`config.mk`:
```
export PLATFORM = sky130hd
export DESIGN_NAME = t05_histogram_rmw
export DESIGN_NICKNAME = d
export VERILOG_FILES = /design/src/rtl/t05_pkg.sv /design/src/rtl/t05_sat_inc.sv /design/src/rtl/t05_histogram_rmw.sv
export SDC_FILE = /design/constraint.sdc
export NUM_CORES = 1
export LEC_CHECK = 0
export BUFFER_PORTS_ARGS = -buffer_cell sky130_fd_sc_hd__buf_4
export CAP_MARGIN = 20
export CORE_ASPECT_RATIO = 1.4
export CORE_MARGIN = 2
export CORE_UTILIZATION = 50
export CTS_CLUSTER_DIAMETER = 60
export DETAILED_ROUTE_END_ITERATION = 8
export PLACE_DENSITY = 0.89
export SYNTH_ARGS = -nofsm -noshare
export SYNTH_HDL_FRONTEND = slang
export SYNTH_SLANG_ARGS = --single-unit
```
`constraint.sdc`:
```
create_clock -name clk -period 2.75 [get_ports clk]
set_clock_uncertainty 0.05 [all_clocks]
set_input_delay 0.4125 -clock clk [delete_from_list [all_inputs] [get_ports clk]]
set_output_delay 0.4125 -clock clk [all_outputs]
set_load 0.005 [all_outputs]
```
`src/rtl/t05_pkg.sv`:
```
// Shared definitions for the t05 encoder: histogram FSM states, controller
// state codes used by the SRAM interface, and the histogram base address.
package t05_pkg;

    typedef enum logic [3:0] {
        S_IDLE,
        S_CLR_ISSUE,
        S_CLR_WAIT,
        S_WAIT_CHAR,
        S_RD_ISSUE,
        S_RD_WAIT,
        S_WR_ISSUE,
        S_WR_WAIT,
        S_DONE
    } hist_state_t;

    typedef enum logic [2:0] {
        A_IDLE,
        HIST,
        FLV,
        CODEBOOK,
        TRANSLATION
    } ctrl_state_t;

    // Word address of bin 0 inside the SRAM; the interface adds it after scaling.
    localparam logic [31:0] HIST_BASE = 32'd0;

endpackage

```
`src/rtl/t05_sat_inc.sv`:
```
// Combinational saturating incrementer: all-ones stays all-ones.
module t05_sat_inc #(
    parameter int CNT_W = 32
) (
    input  logic [CNT_W-1:0] i_val,
    output logic [CNT_W-1:0] o_val
);

    function automatic logic [CNT_W-1:0] sat_inc(input logic [CNT_W-1:0] v);
        if (&v) begin
            return v;
        end
        return v + {{(CNT_W-1){1'b0}}, 1'b1};
    endfunction

    assign o_val = sat_inc(i_val);

endmodule

```
`src/rtl/t05_histogram_rmw.sv`:
```
// Histogram build stage: clears NUM_BINS SRAM counters, then performs one
// serialized read-modify-write per accepted byte and tracks the byte total.
module t05_histogram_rmw
    import t05_pkg::*;
#(
    parameter int NUM_BINS = 256,
    parameter int CNT_W    = 32
) (
    input  logic             clk,
    input  logic             rst,
    input  logic             start,
    input  logic             in_valid,
    input  logic [7:0]       in_char,
    output logic             in_ready,
    input  logic             eof,
    output logic             hist_req,
    output logic             hist_r_wr,
    output logic [7:0]       histgram_addr,
    output logic [CNT_W-1:0] histogram,
    input  logic [CNT_W-1:0] old_char,
    input  logic             busy_o,
    output logic [CNT_W-1:0] total,
    output logic             hist_active,
    output logic             hist_done
);

    // Bin index mask; the last clear index equals it as well.
    localparam logic [7:0] BIN_MASK = 8'(NUM_BINS - 1);

    hist_state_t      r_state;
    hist_state_t      w_state_nxt;

    logic             r_seen_busy;
    logic [7:0]       r_clr_idx;
    logic [7:0]       r_cur_char;
    logic             r_hist_r_wr;
    logic [7:0]       r_addr;
    logic [CNT_W-1:0] r_histogram;
    logic [CNT_W-1:0] r_total;
    logic             r_in_ready;
    logic             r_hist_active;
    logic             r_hist_done;

    logic             w_hist_req;
    logic             w_seen_nxt;
    logic [7:0]       w_clr_nxt;
    logic [7:0]       w_char_nxt;
    logic             w_wr_nxt;
    logic [7:0]       w_addr_nxt;
    logic [CNT_W-1:0] w_histo_nxt;
    logic [CNT_W-1:0] w_total_nxt;
    logic             w_xfer_done;
    logic [CNT_W-1:0] w_bin_inc;
    logic [CNT_W-1:0] w_total_inc;

    t05_sat_inc #(.CNT_W(CNT_W)) u_inc_bin (
        .i_val (old_char),
        .o_val (w_bin_inc)
    );

    t05_sat_inc #(.CNT_W(CNT_W)) u_inc_total (
        .i_val (r_total),
        .o_val (w_total_inc)
    );

    // An SRAM access completes on the first idle cycle after busy was seen high.
    assign w_xfer_done = r_seen_busy && !busy_o;

    // State register.
    always_ff @(posedge clk or posedge rst) begin
        if (rst) begin
            r_state <= S_IDLE;
        end else begin
            r_state <= w_state_nxt;
        end
    end

    // Next-state, request strobe and next values of the held command registers.
    always_comb begin
        w_state_nxt = r_state;
        w_hist_req  = 1'b0;
        w_seen_nxt  = r_seen_busy;
        w_clr_nxt   = r_clr_idx;
        w_char_nxt  = r_cur_char;
        w_wr_nxt    = r_hist_r_wr;
        w_addr_nxt  = r_addr;
        w_histo_nxt = r_histogram;
        w_total_nxt = r_total;
        case (r_state)
            S_IDLE, S_DONE: begin
                if (start) begin
                    w_state_nxt = S_CLR_ISSUE;
                    w_clr_nxt   = 8'd0;
                    w_total_nxt = '0;
                    w_addr_nxt  = 8'd0;
                    w_wr_nxt    = 1'b1;
                    w_histo_nxt = '0;
                end
            end
            S_CLR_ISSUE: begin
                if (!busy_o) begin
                    w_hist_req  = 1'b1;
                    w_seen_nxt  = 1'b0;
                    w_state_nxt = S_CLR_WAIT;
                end
            end
            S_CLR_WAIT: begin
                if (busy_o) begin
                    w_seen_nxt = 1'b1;
                end else if (r_seen_busy) begin
                    if (r_clr_idx == BIN_MASK) begin
                        w_state_nxt = S_WAIT_CHAR;
                    end else begin
                        w_clr_nxt   = r_clr_idx + 8'd1;
                        w_addr_nxt  = r_clr_idx + 8'd1;
                        w_state_nxt = S_CLR_ISSUE;
                    end
                end
            end
            S_WAIT_CHAR: begin
                // A byte wins over eof; eof is looked at again on return here.
                if (in_valid) begin
                    w_char_nxt  = in_char & BIN_MASK;
                    w_addr_nxt  = in_char & BIN_MASK;
                    w_wr_nxt    = 1'b0;
                    w_state_nxt = S_RD_ISSUE;
                end else if (eof) begin
                    w_state_nxt = S_DONE;
                end
            end
            S_RD_ISSUE: begin
                if (!busy_o) begin
                    w_hist_req  = 1'b1;
                    w_seen_nxt  = 1'b0;
                    w_state_nxt = S_RD_WAIT;
                end
            end
            S_RD_WAIT: begin
                if (busy_o) begin
                    w_seen_nxt = 1'b1;
                end else if (w_xfer_done) begin
                    w_histo_nxt = w_bin_inc;
                    w_wr_nxt    = 1'b1;
                    w_addr_nxt  = r_cur_char;
                    w_state_nxt = S_WR_ISSUE;
                end
            end
            S_WR_ISSUE: begin
                if (!busy_o) begin
                    w_hist_req  = 1'b1;
                    w_seen_nxt  = 1'b0;
                    w_state_nxt = S_WR_WAIT;
                end
            end
            S_WR_WAIT: begin
                if (busy_o) begin
                    w_seen_nxt = 1'b1;
                end else if (w_xfer_done) begin
                    w_total_nxt = w_total_inc;
                    w_state_nxt = S_WAIT_CHAR;
                end
            end
            default: begin
                w_state_nxt = S_IDLE;
            end
        endcase
    end

    // Datapath and status registers; status flags are decoded from the next state.
    always_ff @(posedge clk or posedge rst) begin
        if (rst) begin
            r_seen_busy   <= 1'b0;
            r_clr_idx     <= 8'd0;
            r_cur_char    <= 8'd0;
            r_hist_r_wr   <= 1'b0;
            r_addr        <= 8'd0;
            r_histogram   <= '0;
            r_total       <= '0;
            r_in_ready    <= 1'b0;
            r_hist_active <= 1'b0;
            r_hist_done   <= 1'b0;
        end else begin
            r_seen_busy   <= w_seen_nxt;
            r_clr_idx     <= w_clr_nxt;
            r_cur_char    <= w_char_nxt;
            r_hist_r_wr   <= w_wr_nxt;
            r_addr        <= w_addr_nxt;
            r_histogram   <= w_histo_nxt;
            r_total       <= w_total_nxt;
            r_in_ready    <= (w_state_nxt == S_WAIT_CHAR);
            r_hist_active <= (w_state_nxt != S_IDLE) && (w_state_nxt != S_DONE);
            r_hist_done   <= (w_state_nxt == S_DONE);
        end
    end

    assign hist_req      = w_hist_req;
    assign hist_r_wr     = r_hist_r_wr;
    assign histgram_addr = r_addr;
    assign histogram     = r_histogram;
    assign total         = r_total;
    assign in_ready      = r_in_ready;
    assign hist_active   = r_hist_active;
    assign hist_done     = r_hist_done;

endmodule

```
# Word level (Yosys, flattened, before mapping)
# Cells that the tools add are included.
totals:
  reg_bits: 97
  latch_bits: 0
  ramBits: 0
  mem_bits_ro: 0
  input_bits: 46
  output_inout_bits: 77
  mem_count: 0
op_classes:
  addsub: 3
  multipliers: 0
  n_div: 0
  n_lt_le_gt_ge: 0
  eq_ne: 24
  n_shift: 0
  n_mux: 45
  bitwise: 0
  n_reduce_logical: 23
ops:
  columns: ["cell", "count"]
  rows:
  - ["2-to-1 mux 32 bit", 8]
  - ["one-hot mux 32 bit (2 select lines)", 2]
  - ["adder 32 x 1 -> 32 bit (second input constant)", 2]
  - ["AND reduction 32 bit", 2]
  - ["2-to-1 mux 8 bit", 7]
  - ["2-to-1 mux 4 bit", 12]
  - ["one-hot mux 4 bit (8 select lines)", 1]
  - ["one-hot mux 8 bit (4 select lines)", 1]
  - ["inequality test 2 bit (second input constant)", 10]
  - ["equality test 4 x 3 -> 1 bit (second input constant)", 4]
  - ["one-hot mux 8 bit (2 select lines)", 1]
  - ["AND reduction 5 bit", 3]
  - ["equality test 4 x 2 -> 1 bit (second input constant)", 3]
  - ["2-to-1 mux 1 bit", 10]
  - ["adder 8 x 1 -> 8 bit (second input constant)", 1]
  - ["equality test 4 bit (second input constant)", 2]
  - ["equality test 8 bit (second input constant)", 1]
  - ["AND reduction 8 bit", 1]
  - ["nonzero test 2 bit", 4]
  - ["nonzero test 4 bit", 2]
  - ["OR reduction 3 bit", 2]
  - ["equality test 4 x 1 -> 1 bit (second input constant)", 1]
  - ["logical NOT 4 bit", 1]
  - ["inequality test 4 bit (second input constant)", 1]
  - ["other kinds (12)", 13]

# Logic depth before layout (Yosys ltp)
# Gate-level depths: netlist of the first run.
depth:
  ltp_word: 7
  depth_mapped: 9
  mapped_depth_nobuf: 6

# Cells and area by module
# A second synthesis of the first run with hierarchy kept.
hier_totals:
  hier_cells: 697
  area_unflattened_um2: 5974.5
by_module_without_submodules:
  columns: ["mod", "instances", "cells_per_inst", "area_each_um2"]
  rows:
  - ["t05_histogram_rmw", 1, 459, 4386.7]
  - ["t05_sat_inc at u_inc_bin", 1, 119, 804.5]
  - ["t05_sat_inc at u_inc_total", 1, 119, 783.3]

# Worst setup path before layout of the first run
# OpenSTA, ideal clock, no wires.
synth_path:
  kind: "register to register"
  startpoint: "register r_total[0] (netlist: total[0])"
  endpoint: "register r_total[17] (netlist: total[17])"
  setup_ns: 0.138
  t_arrival_ns: 1.883
  setup_slack_ns: 0.679
  stages_incl_launch_ff: 9
  path_buffers: 2
  synth_period_minus_slack_ns: 2.071
  cell_sequence: "dfrtp_1 ha_1 nand2_1 nor3_2 and3_1 buf_2 buf_2 nor3_1 a2bb2oi_1"
synth_between:
  elab_chain_len: 5
  elab_cells_between_ends: 9
synth_lines:
  columns: ["element", "line_no", "source"]
  rows:
  - ["start: declaration", "t05_histogram_rmw.sv:39", "logic [CNT_W-1:0] r_total;"]
  - ["start signal: assignment", "t05_histogram_rmw.sv:189", "r_total <= w_total_nxt;"]
  - ["adder 32 x 1 -> 32 bit", "t05_sat_inc.sv:13", "return v + {{(CNT_W-1){1'b0}}, 1'b1};"]
  - ["2-to-1 mux 32 bit", "t05_sat_inc.sv:13", null]
  - ["2-to-1 mux 32 bit", "t05_histogram_rmw.sv:158", "end else if (w_xfer_done) begin"]
  - ["2-to-1 mux 32 bit", "t05_histogram_rmw.sv:156", "if (busy_o) begin"]
  - ["one-hot mux 32 bit (2 select lines)", "t05_histogram_rmw.sv:89", "case (r_state)"]
# Several ways; a longest one is shown, not always the timed one. The select of a mux whose other input is x is not followed.
# A chain may end at the register's enable or synchronous reset.

# Worst setup path after layout of the first run
layout_path:
  startpoint: "register r_state[0]"
  endpoint: "register r_total[27] (netlist: total[27])"
layout_between:
  elab_chain_len: 4
  elab_cells_between_ends: 11
layout_lines:
  columns: ["element", "line_no", "source"]
  rows:
  - ["start: declaration", "t05_histogram_rmw.sv:30", "hist_state_t r_state;"]
  - ["start signal: assignment", "t05_histogram_rmw.sv:74", "r_state <= w_state_nxt;"]
  - ["equality test 4 bit / logical NOT 4 bit (equally long branches)", "t05_histogram_rmw.sv:89", null]
  - ["OR reduction 2 bit", "t05_histogram_rmw.sv:89", null]
  - ["inequality test 2 bit (no line) / nonzero test 2 bit (equally long branches)", null, null]
  - ["AND reduction 5 bit (no line)", null, null]
# Several ways; a longest one is shown, not always the timed one.

==> results of run 1 <==
[synthesized netlist by cell type, types with 6 or more instances]
cell	number	share of area, %
sky130_fd_sc_hd__a31oi_1	17	1.8
sky130_fd_sc_hd__nand3_1	70	6.1
sky130_fd_sc_hd__or4_1	30	3.9
sky130_fd_sc_hd__nand4_1	15	1.6
sky130_fd_sc_hd__or2_2	6	0.65
sky130_fd_sc_hd__mux2_2	9	1.8
sky130_fd_sc_hd__o211ai_1	17	2.2
sky130_fd_sc_hd__o21ai_0	30	2.6
sky130_fd_sc_hd__mux2i_1	8	1.4
sky130_fd_sc_hd__clkbuf_1	23	1.5
sky130_fd_sc_hd__nor4_1	15	1.6
sky130_fd_sc_hd__inv_1	11	0.72
sky130_fd_sc_hd__nand2_1	52	3.4
sky130_fd_sc_hd__dfrtp_1	97	42
sky130_fd_sc_hd__nand2b_1	8	0.87
sky130_fd_sc_hd__o31ai_1	22	2.9
sky130_fd_sc_hd__and3_1	28	3.0
sky130_fd_sc_hd__nor2_1	18	1.2
sky130_fd_sc_hd__buf_2	9	0.78
sky130_fd_sc_hd__nor3_1	13	1.1
sky130_fd_sc_hd__a21oi_1	28	2.4
[registers in the layout, indices dropped and copies added (netlist names)]
| signal | cells |
|---|---|
| r_state | 4 |
| histogram | 32 |
| r_seen_busy | 1 |
| r_clr_idx | 8 |
| r_cur_char | 8 |
| histgram_addr | 8 |
| hist_active | 1 |
| hist_r_wr | 1 |
| hist_done | 1 |
| in_ready | 1 |
| total | 32 |
[worst reg2reg max path, cell delays in order, from the launching register on]
cell and delay [ps]:
sky130_fd_sc_hd__dfrtp_1 680, sky130_fd_sc_hd__and4b_1 320, sky130_fd_sc_hd__and2_1 340, sky130_fd_sc_hd__o2111ai_1 350
sky130_fd_sc_hd__or4_1 510, sky130_fd_sc_hd__a21oi_1 140
[how the worst min path moves through the flow]
stage,to,start,cells past startpoint
final,histogram[12],rst,3
after global routing,histogram[12],rst,3
after CTS,histogram[12],rst,3
after detailed placement,histgram_addr[1],histgram_addr[1],1
after global placement,histgram_addr[1],histgram_addr[1],1
after floorplan,r_cur_char[3],r_cur_char[3],1
[kinds of logic after synthesis]
group | share of synthesized area, %
adders and majority gates | 0.650
DFF | 42.1
muxes | 3.53
xor gates and xnor gates | 1.37
buffers and inverters | 4.10
AOI/OAI and AO/OA | 19.4
and+or+nand+nor | 28.9
[power groups by stage]
stage	sequential, W	combinational, W	clock, W
4_1_cts	0.00206	0.00185	0.00118
3_5_place_dp	0.00208	0.00184	0
6_report	0.00206	0.00184	0.00117
3_3_place_gp	0.00206	0.00177	0
5_1_grt	0.00211	0.00202	0.00125
2_1_floorplan	0.00199	0.00110	0
[through the flow]
| step | hold WS [ps] | worst slack, ps | total power [W] | util [%] |
|---|---|---|---|---|
| global placement | 429 | 446 | 0.00383 | 61.1 |
| CTS | 117 | 317 | 0.00509 | 63.5 |
| global route | 135 | 84.7 | 0.00539 | 63.5 |
| floorplan | 428 | 679 | 0.00309 | - |
| finish | 92.7 | 299 | 0.00507 | 63.5 |
| detailed placement | 436 | 340 | 0.00391 | 61.1 |
[per-layer routing]
layer  vias up  global-route usage, %  wire length [um]
met1      2762                   32.3              6140
met3        45                   5.33              1320
met2       305                   45.0              8280
li1       2699                      -                 -
met4         0                   11.4               458
met5         -                      0                 0
[cell type report]
type	count	area (um^2)	area share, %
well taps	144	180	2.51
flip-flops and latches	97	2430	33.9
multi-input cells	486	3110	43.5
inverters	11	45.0	0.629
clock buffers	11	243	3.39
repair buffers	145	1130	15.7
clock inverters	4	30.0	0.419
==> impl_results.rst, run 1 <==
.. list-table::
   :header-rows: 1

   * - Metric
     - Value
   * - Initial core utilization
     - 51.2%
   * - Die Area
     - 12,400 um^2
   * - Clock Pin Slew Worst Setup and Hold Paths
     - 70 ps
   * - CTS H-tree lvls
     - 3
   * - Buffer cell driving the clock tree root
     - sky130_fd_sc_hd__clkbuf_16
   * - Max Freq
     - 0.408 GHz
   * - Post-layout minimum cycle time
     - 2450 ps
   * - WL/cell
     - 18.0 um
   * - GR Util All Layers
     - 26.6%
   * - Period utilization
     - 89.1%
   * - Post-synth cell types
     - 72
   * - Destination of the critical timing path
     - total[27]
   * - Max stage delay on crit path
     - 680 ps
   * - Kind of start point of the critical path
     - flop
   * - R2R Setup Slk
     - 300 ps
   * - Dpl cell area
     - 6890 um^2
   * - Die height
     - 131 um
   * - Worst Hold Class
     - primary input to asynchronous set/reset pin
   * - Detailed-route vias per instance
     - 6.47
   * - Static power due to leakage
     - 3.17 nW
   * - Share of async-settable or async-resettable flops after synthesis
     - 100%
   * - Clock sink count
     - 97
   * - Cell-by-cell trace of the critical path
     - and4b_1 > and2_1 > o2111ai_1 > or4_1 > a21oi_1
   * - Yosys synthesis warning count
     - 0
   * - Row count
     - 46
   * - Count of state elements after synthesis
     - 97
   * - Layout overhead on the synthesized area
     - 24.1%
   * - Setup repair after global routing missed its margin
     - false
   * - Power Density
     - 708 nW/um^2
   * - Clock power share
     - 23.0%
   * - Synthesized area per cell
     - 9.09 um^2
   * - Routed Wire Length
     - 16,200 um
   * - Worst R2R End
     - total[27]
   * - Number of clock buffers inserted by TritonCTS
     - 9
   * - Critical-path top delay cell
     - sky130_fd_sc_hd__dfrtp_1
   * - Leading cell type in the layout, fill and taps excluded
     - sky130_fd_sc_hd__buf_4
   * - Placed wire-length estimate
     - 11,800 um
   * - Data required time at the worst endpoint
     - 2960 ps
   * - DRC marker count from the first detailed-route iteration
     - 437
   * - CTS-repair resized insts
     - 0
   * - Comb power frac
     - 36.3%
   * - Final Hold Vio Count
     - 0
   * - Port Buffers
     - 122
   * - Data arrival time of the critical path
     - 2670 ps
   * - Post-synthesis instance area
     - 5770 um^2
   * - Max_cap viols
     - 0
   * - Transition at the pin with the smallest max-transition slack
     - 755 ps
   * - Total Neg Setup Slack
     - 0 ps
   * - Number of buffers and inverters on the critical path
     - 0
   * - Number of enable flip-flop cells after synthesis
     - 0
   * - Most frequent cells in the layout
     - sky130_fd_sc_hd__buf_4 (142), sky130_fd_sc_hd__dfrtp_1 (97), sky130_fd_sc_hd__nand3_1 (70)
   * - Sw Pwr
     - 0.00176 W
   * - Kind of end point of the critical path
     - flop
   * - Worst Reg-to-Reg Cells
     - 5
   * - Initial antenna violation count
     - 0
   * - Maximum fanout along the worst path
     - 17
   * - Syn Nets
     - 684
   * - Final setup violating endpoints
     - 0
   * - Number of global-route vias before repair
     - 5,716
   * - Highest ir drop seen on vdd
     - 0.000349 V
   * - Floorplan Core Area
     - 11,300 um^2
   * - Global route overflow
     - 0
   * - Worst setup path start
     - r_state[0]
   * - Final non-filler cell total
     - 898
   * - Count of vias placed by the detailed router
     - 5,811
   * - Max Transition Viols Final
     - 0
   * - Horizontal die dimension
     - 94.8 um
   * - Placed Cells
     - 883
   * - Net Sw Frac
     - 34.6%
   * - Final layout net count
     - 799
   * - Number of instances in the synthesized netlist
     - 635
   * - Drt first pass iters
     - 5
   * - Hold-fix buffers, CTS
     - 0
   * - Power Internal
     - 0.00331 W
   * - Count of unresolved DRC violations after routing
     - 0
   * - Diode count
     - 0
   * - Number of placed I/O pins
     - 123
   * - Commonest register cell after synthesis
     - sky130_fd_sc_hd__dfrtp_1
   * - Worst slew slack as a fraction of its limit
     - 49.2%
   * - Number of cells on the critical path
     - 5
   * - Clk Latency, worst-skew pair
     - 340 ps
   * - Total of fill cells in the finished design
     - 939
   * - # Post-CTS Setup Buffers
     - 0
   * - Relative contribution of sequential cells to total power
     - 40.7%
   * - DRT antenna net count
     - 0
   * - Routability congestion estimate
     - 0.953
   * - Clock tree from TritonCTS
     - done
   * - Global-route wire length before repair
     - 27,000 um
   * - Reg-to-Reg Start
     - r_state[0]
   * - Share of post-route cells with drive strength above 1
     - 24.9%
   * - Portion of the post-synthesis area used by sequential elements
     - 42.1%
   * - Layout Cell Area excl Fill
     - 7160 um^2
   * - Crit path max-delay family
     - simple AND/OR/NAND/NOR gates
   * - WS Path Type
     - flop to flop
   * - Maximum number of pins on one net before global-route repair
     - 61
   * - Outcome
     - complete, no violations
   * - Max clock buf depth
     - 2
Note: power is estimated with default switching activity, not from simulation.
==> inputs of run 2 (changes only) <==
--- a/config.mk
+++ b/config.mk
@@ -11,8 +11,9 @@
 export CORE_MARGIN = 2
 export CORE_UTILIZATION = 50
 export CTS_CLUSTER_DIAMETER = 60
+export CTS_CLUSTER_SIZE = 28
 export DETAILED_ROUTE_END_ITERATION = 8
-export PLACE_DENSITY = 0.89
+export PLACE_DENSITY = 0.78
 export SYNTH_ARGS = -nofsm -noshare
 export SYNTH_HDL_FRONTEND = slang
 export SYNTH_SLANG_ARGS = --single-unit
==> run 2 against run 1 <==
Effect of this change: routed wire length increased by 2.2%; worst setup slack gained 40 ps; combinational power is essentially flat; critical endpoint is now total[25]; largest cell class unchanged; highest routed layer unchanged.
==> impl_results.rst, run 2 (same netlist as run 1, synthesis figures left out) <==
.. list-table::
   :header-rows: 1

   * - Metric
     - Value
   * - Data required time at the worst endpoint
     - 2970 ps (was 2960 ps)
   * - Buffer cell driving the clock tree root
     - sky130_fd_sc_hd__clkbuf_16 (unchanged)
   * - Count of vias placed by the detailed router
     - 5,799 (was 5,811)
   * - Number of placed I/O pins
     - 123 (unchanged)
   * - Critical-path top delay cell
     - sky130_fd_sc_hd__dfrtp_1 (unchanged)
   * - Most frequent cells in the layout
     - sky130_fd_sc_hd__buf_4 (144), sky130_fd_sc_hd__dfrtp_1 (97), sky130_fd_sc_hd__nand3_1 (70) (was sky130_fd_sc_hd__buf_4 (142), sky130_fd_sc_hd__dfrtp_1 (97), sky130_fd_sc_hd__nand3_1 (70))
   * - Initial antenna violation count
     - 0 (unchanged)
   * - Number of clock buffers inserted by TritonCTS
     - 9 (unchanged)
   * - CTS H-tree lvls
     - 3 (unchanged)
   * - Max stage delay on crit path
     - 570 ps (was 680 ps)
   * - Die Area
     - 12,400 um^2 (unchanged)
   * - Final layout net count
     - 801 (was 799)
   * - Max Transition Viols Final
     - 0 (unchanged)
   * - Routability congestion estimate
     - 0.873 (was 0.953)
   * - Worst Hold Class
     - primary input to flop (was primary input to asynchronous set/reset pin)
   * - Drt first pass iters
     - 5 (unchanged)
   * - Final core area utilization
     - 64.0% (was 63.5%)
   * - Clock Pin Slew Worst Setup and Hold Paths
     - 70 ps (about the same)
   * - Total Neg Setup Slack
     - 0 ps (unchanged)
   * - Initial core utilization
     - 51.2% (unchanged)
   * - Port Buffers
     - 122 (unchanged)
   * - Clk Latency, worst-skew pair
     - 350 ps (was 340 ps)
   * - Max Freq
     - 0.415 GHz (was 0.408 GHz)
   * - Layout overhead on the synthesized area
     - 25.0% (was 24.1%)
   * - WL/cell
     - 18.4 um (was 18.0 um)
   * - Kind of end point of the critical path
     - flop (unchanged)
   * - Setup repair after global routing missed its margin
     - false (unchanged)
   * - DRT antenna net count
     - 0 (unchanged)
   * - Share of post-route cells with drive strength above 1
     - 25.1% (was 24.9%)
   * - Row count
     - 46 (unchanged)
   * - Floorplan Core Area
     - 11,300 um^2 (unchanged)
   * - Diode count
     - 0 (unchanged)
   * - Transition at the pin with the smallest max-transition slack
     - 642 ps (was 755 ps)
   * - Post-layout minimum cycle time
     - 2410 ps (was 2450 ps)
   * - Max_cap viols
     - 0 (unchanged)
   * - Clock tree from TritonCTS
     - done (unchanged)
   * - Global route overflow
     - 0 (unchanged)
   * - Final Hold Vio Count
     - 0 (unchanged)
   * - Horizontal die dimension
     - 94.8 um (unchanged)
   * - CTS-repair resized insts
     - 0 (unchanged)
   * - Placed wire-length estimate
     - 11,900 um (was 11,800 um)
   * - Cell-by-cell trace of the critical path
     - buf_4 > nor4b_4 > buf_4 > o2111ai_1 > or4_1 > a21oi_1 (was and4b_1 > and2_1 > o2111ai_1 > or4_1 > a21oi_1)
   * - Total of fill cells in the finished design
     - 966 (was 939)
   * - Worst slew slack as a fraction of its limit
     - 57.2% (was 49.2%)
   * - Die height
     - 131 um (unchanged)
   * - Maximum number of pins on one net before global-route repair
     - 88 (was 61)
   * - GR Util All Layers
     - 27.4% (was 26.6%)
   * - Data arrival time of the critical path
     - 2630 ps (was 2670 ps)
   * - Highest ir drop seen on vdd
     - 0.000402 V (was 0.000349 V)
   * - Worst path most repeated cell
     - sky130_fd_sc_hd__buf_4
   * - Routed Wire Length
     - 16,600 um (was 16,200 um)
   * - Leading cell type in the layout, fill and taps excluded
     - sky130_fd_sc_hd__buf_4 (unchanged)
   * - Maximum fanout along the worst path
     - 17 (unchanged)
   * - Final setup violating endpoints
     - 0 (unchanged)
   * - Static power due to leakage
     - 3.21 nW (was 3.17 nW)
   * - Placed Cells
     - 884 (was 883)
   * - Count of unresolved DRC violations after routing
     - 0 (unchanged)
   * - WS Path Type
     - flop to flop (unchanged)
   * - Number of global-route vias before repair
     - 5,715 (was 5,716)
   * - Max clock buf depth
     - 2 (unchanged)
   * - Outcome
     - complete, no violations (unchanged)
   * - Detailed-route vias per instance
     - 6.44 (was 6.47)
   * - Global-route wire length before repair
     - 27,500 um (was 27,000 um)
   * - Power Density
     - 732 nW/um^2 (was 708 nW/um^2)
   * - Clock sink count
     - 97 (unchanged)
   * - Period utilization
     - 87.7% (was 89.1%)
   * - DRC marker count from the first detailed-route iteration
     - 354 (was 437)
   * - Kind of start point of the critical path
     - flop (unchanged)
   * - Final non-filler cell total
     - 901 (was 898)
==> run 2: stage by stage <==
stage / hold slack (ps) / power [W] / setup slack (ps) / cell area (um^2)
floorplan: 428 / 0.00309 / 679 / 5780
global placement: 327 / 0.00384 / 457 / 6890
detailed placement: 328 / 0.00392 / 383 / 6890
CTS: 246 / 0.00531 / 353 / 7220
global route: 248 / 0.00561 / 188 / 7220
finish: 254 / 0.00528 / 338 / 7220
==> run 2: routing by layer <==
metal / up-vias / GRT usage, % / share of wire, %
li1: 2706 / - / -
met1: 2795 / 33.2 / 40
met2: 262 / 46.2 / 51
met3: 36 / 5.39 / 6.2
met4: 0 / 12.2 / 2.8
met5: - / 0 / 0
==> run 2: power breakdown <==
| group | switching, W | internal [W] | total [W] |
|---|---|---|---|
| clock network | 0.000563 | 0.000801 | 0.00136 |
| registers | 0.000320 | 0.00177 | 0.00209 |
| logic | 0.000922 | 0.000901 | 0.00182 |
==> run 2: path summary, 6_finish.rpt <==
check                           endpoint           from  cells past startpoint  slack (ps)
min in group asynchronous  histogram[13]            rst                      3         520
max in group asynchronous  histogram[27]            rst                      4        1390
hold reg to reg            histogram[15]  histogram[15]                      2         460
setup / recovery               total[25]     r_state[2]                      6         340
setup reg to reg               total[25]     r_state[2]                      6         340
hold / removal             r_cur_char[7]     in_char[7]                      2         250
==> run 2: worst max-delay path: cells and delay by family, from the launching register on <==
family	cells	cell delay (ps)
DFF	1	570
and+or+nand+nor	2	830
AOI/OAI and AO/OA	2	420
buffers and inverters	2	450
==> run 2: timing repair <==
action / 4_1_cts / 5_1_grt
endpoints found under the setup margin: 0 / 0
hold buffers: 1 / 0
buffers inserted: 0 / 0
endpoints found under the hold margin: 10 / 0
==> run 2: final cells by class <==
| type | count | area [um^2] | share of cell area [%] |
|---|---|---|---|
| clock buffers | 10 | 229 | 3.17 |
| clock inverters | 6 | 90.1 | 1.25 |
| inverters | 11 | 45.0 | 0.624 |
| multi-input cells | 486 | 3110 | 43.1 |
| flip-flops and latches | 97 | 2430 | 33.6 |
| well taps | 144 | 180 | 2.50 |
| repair buffers | 147 | 1130 | 15.7 |
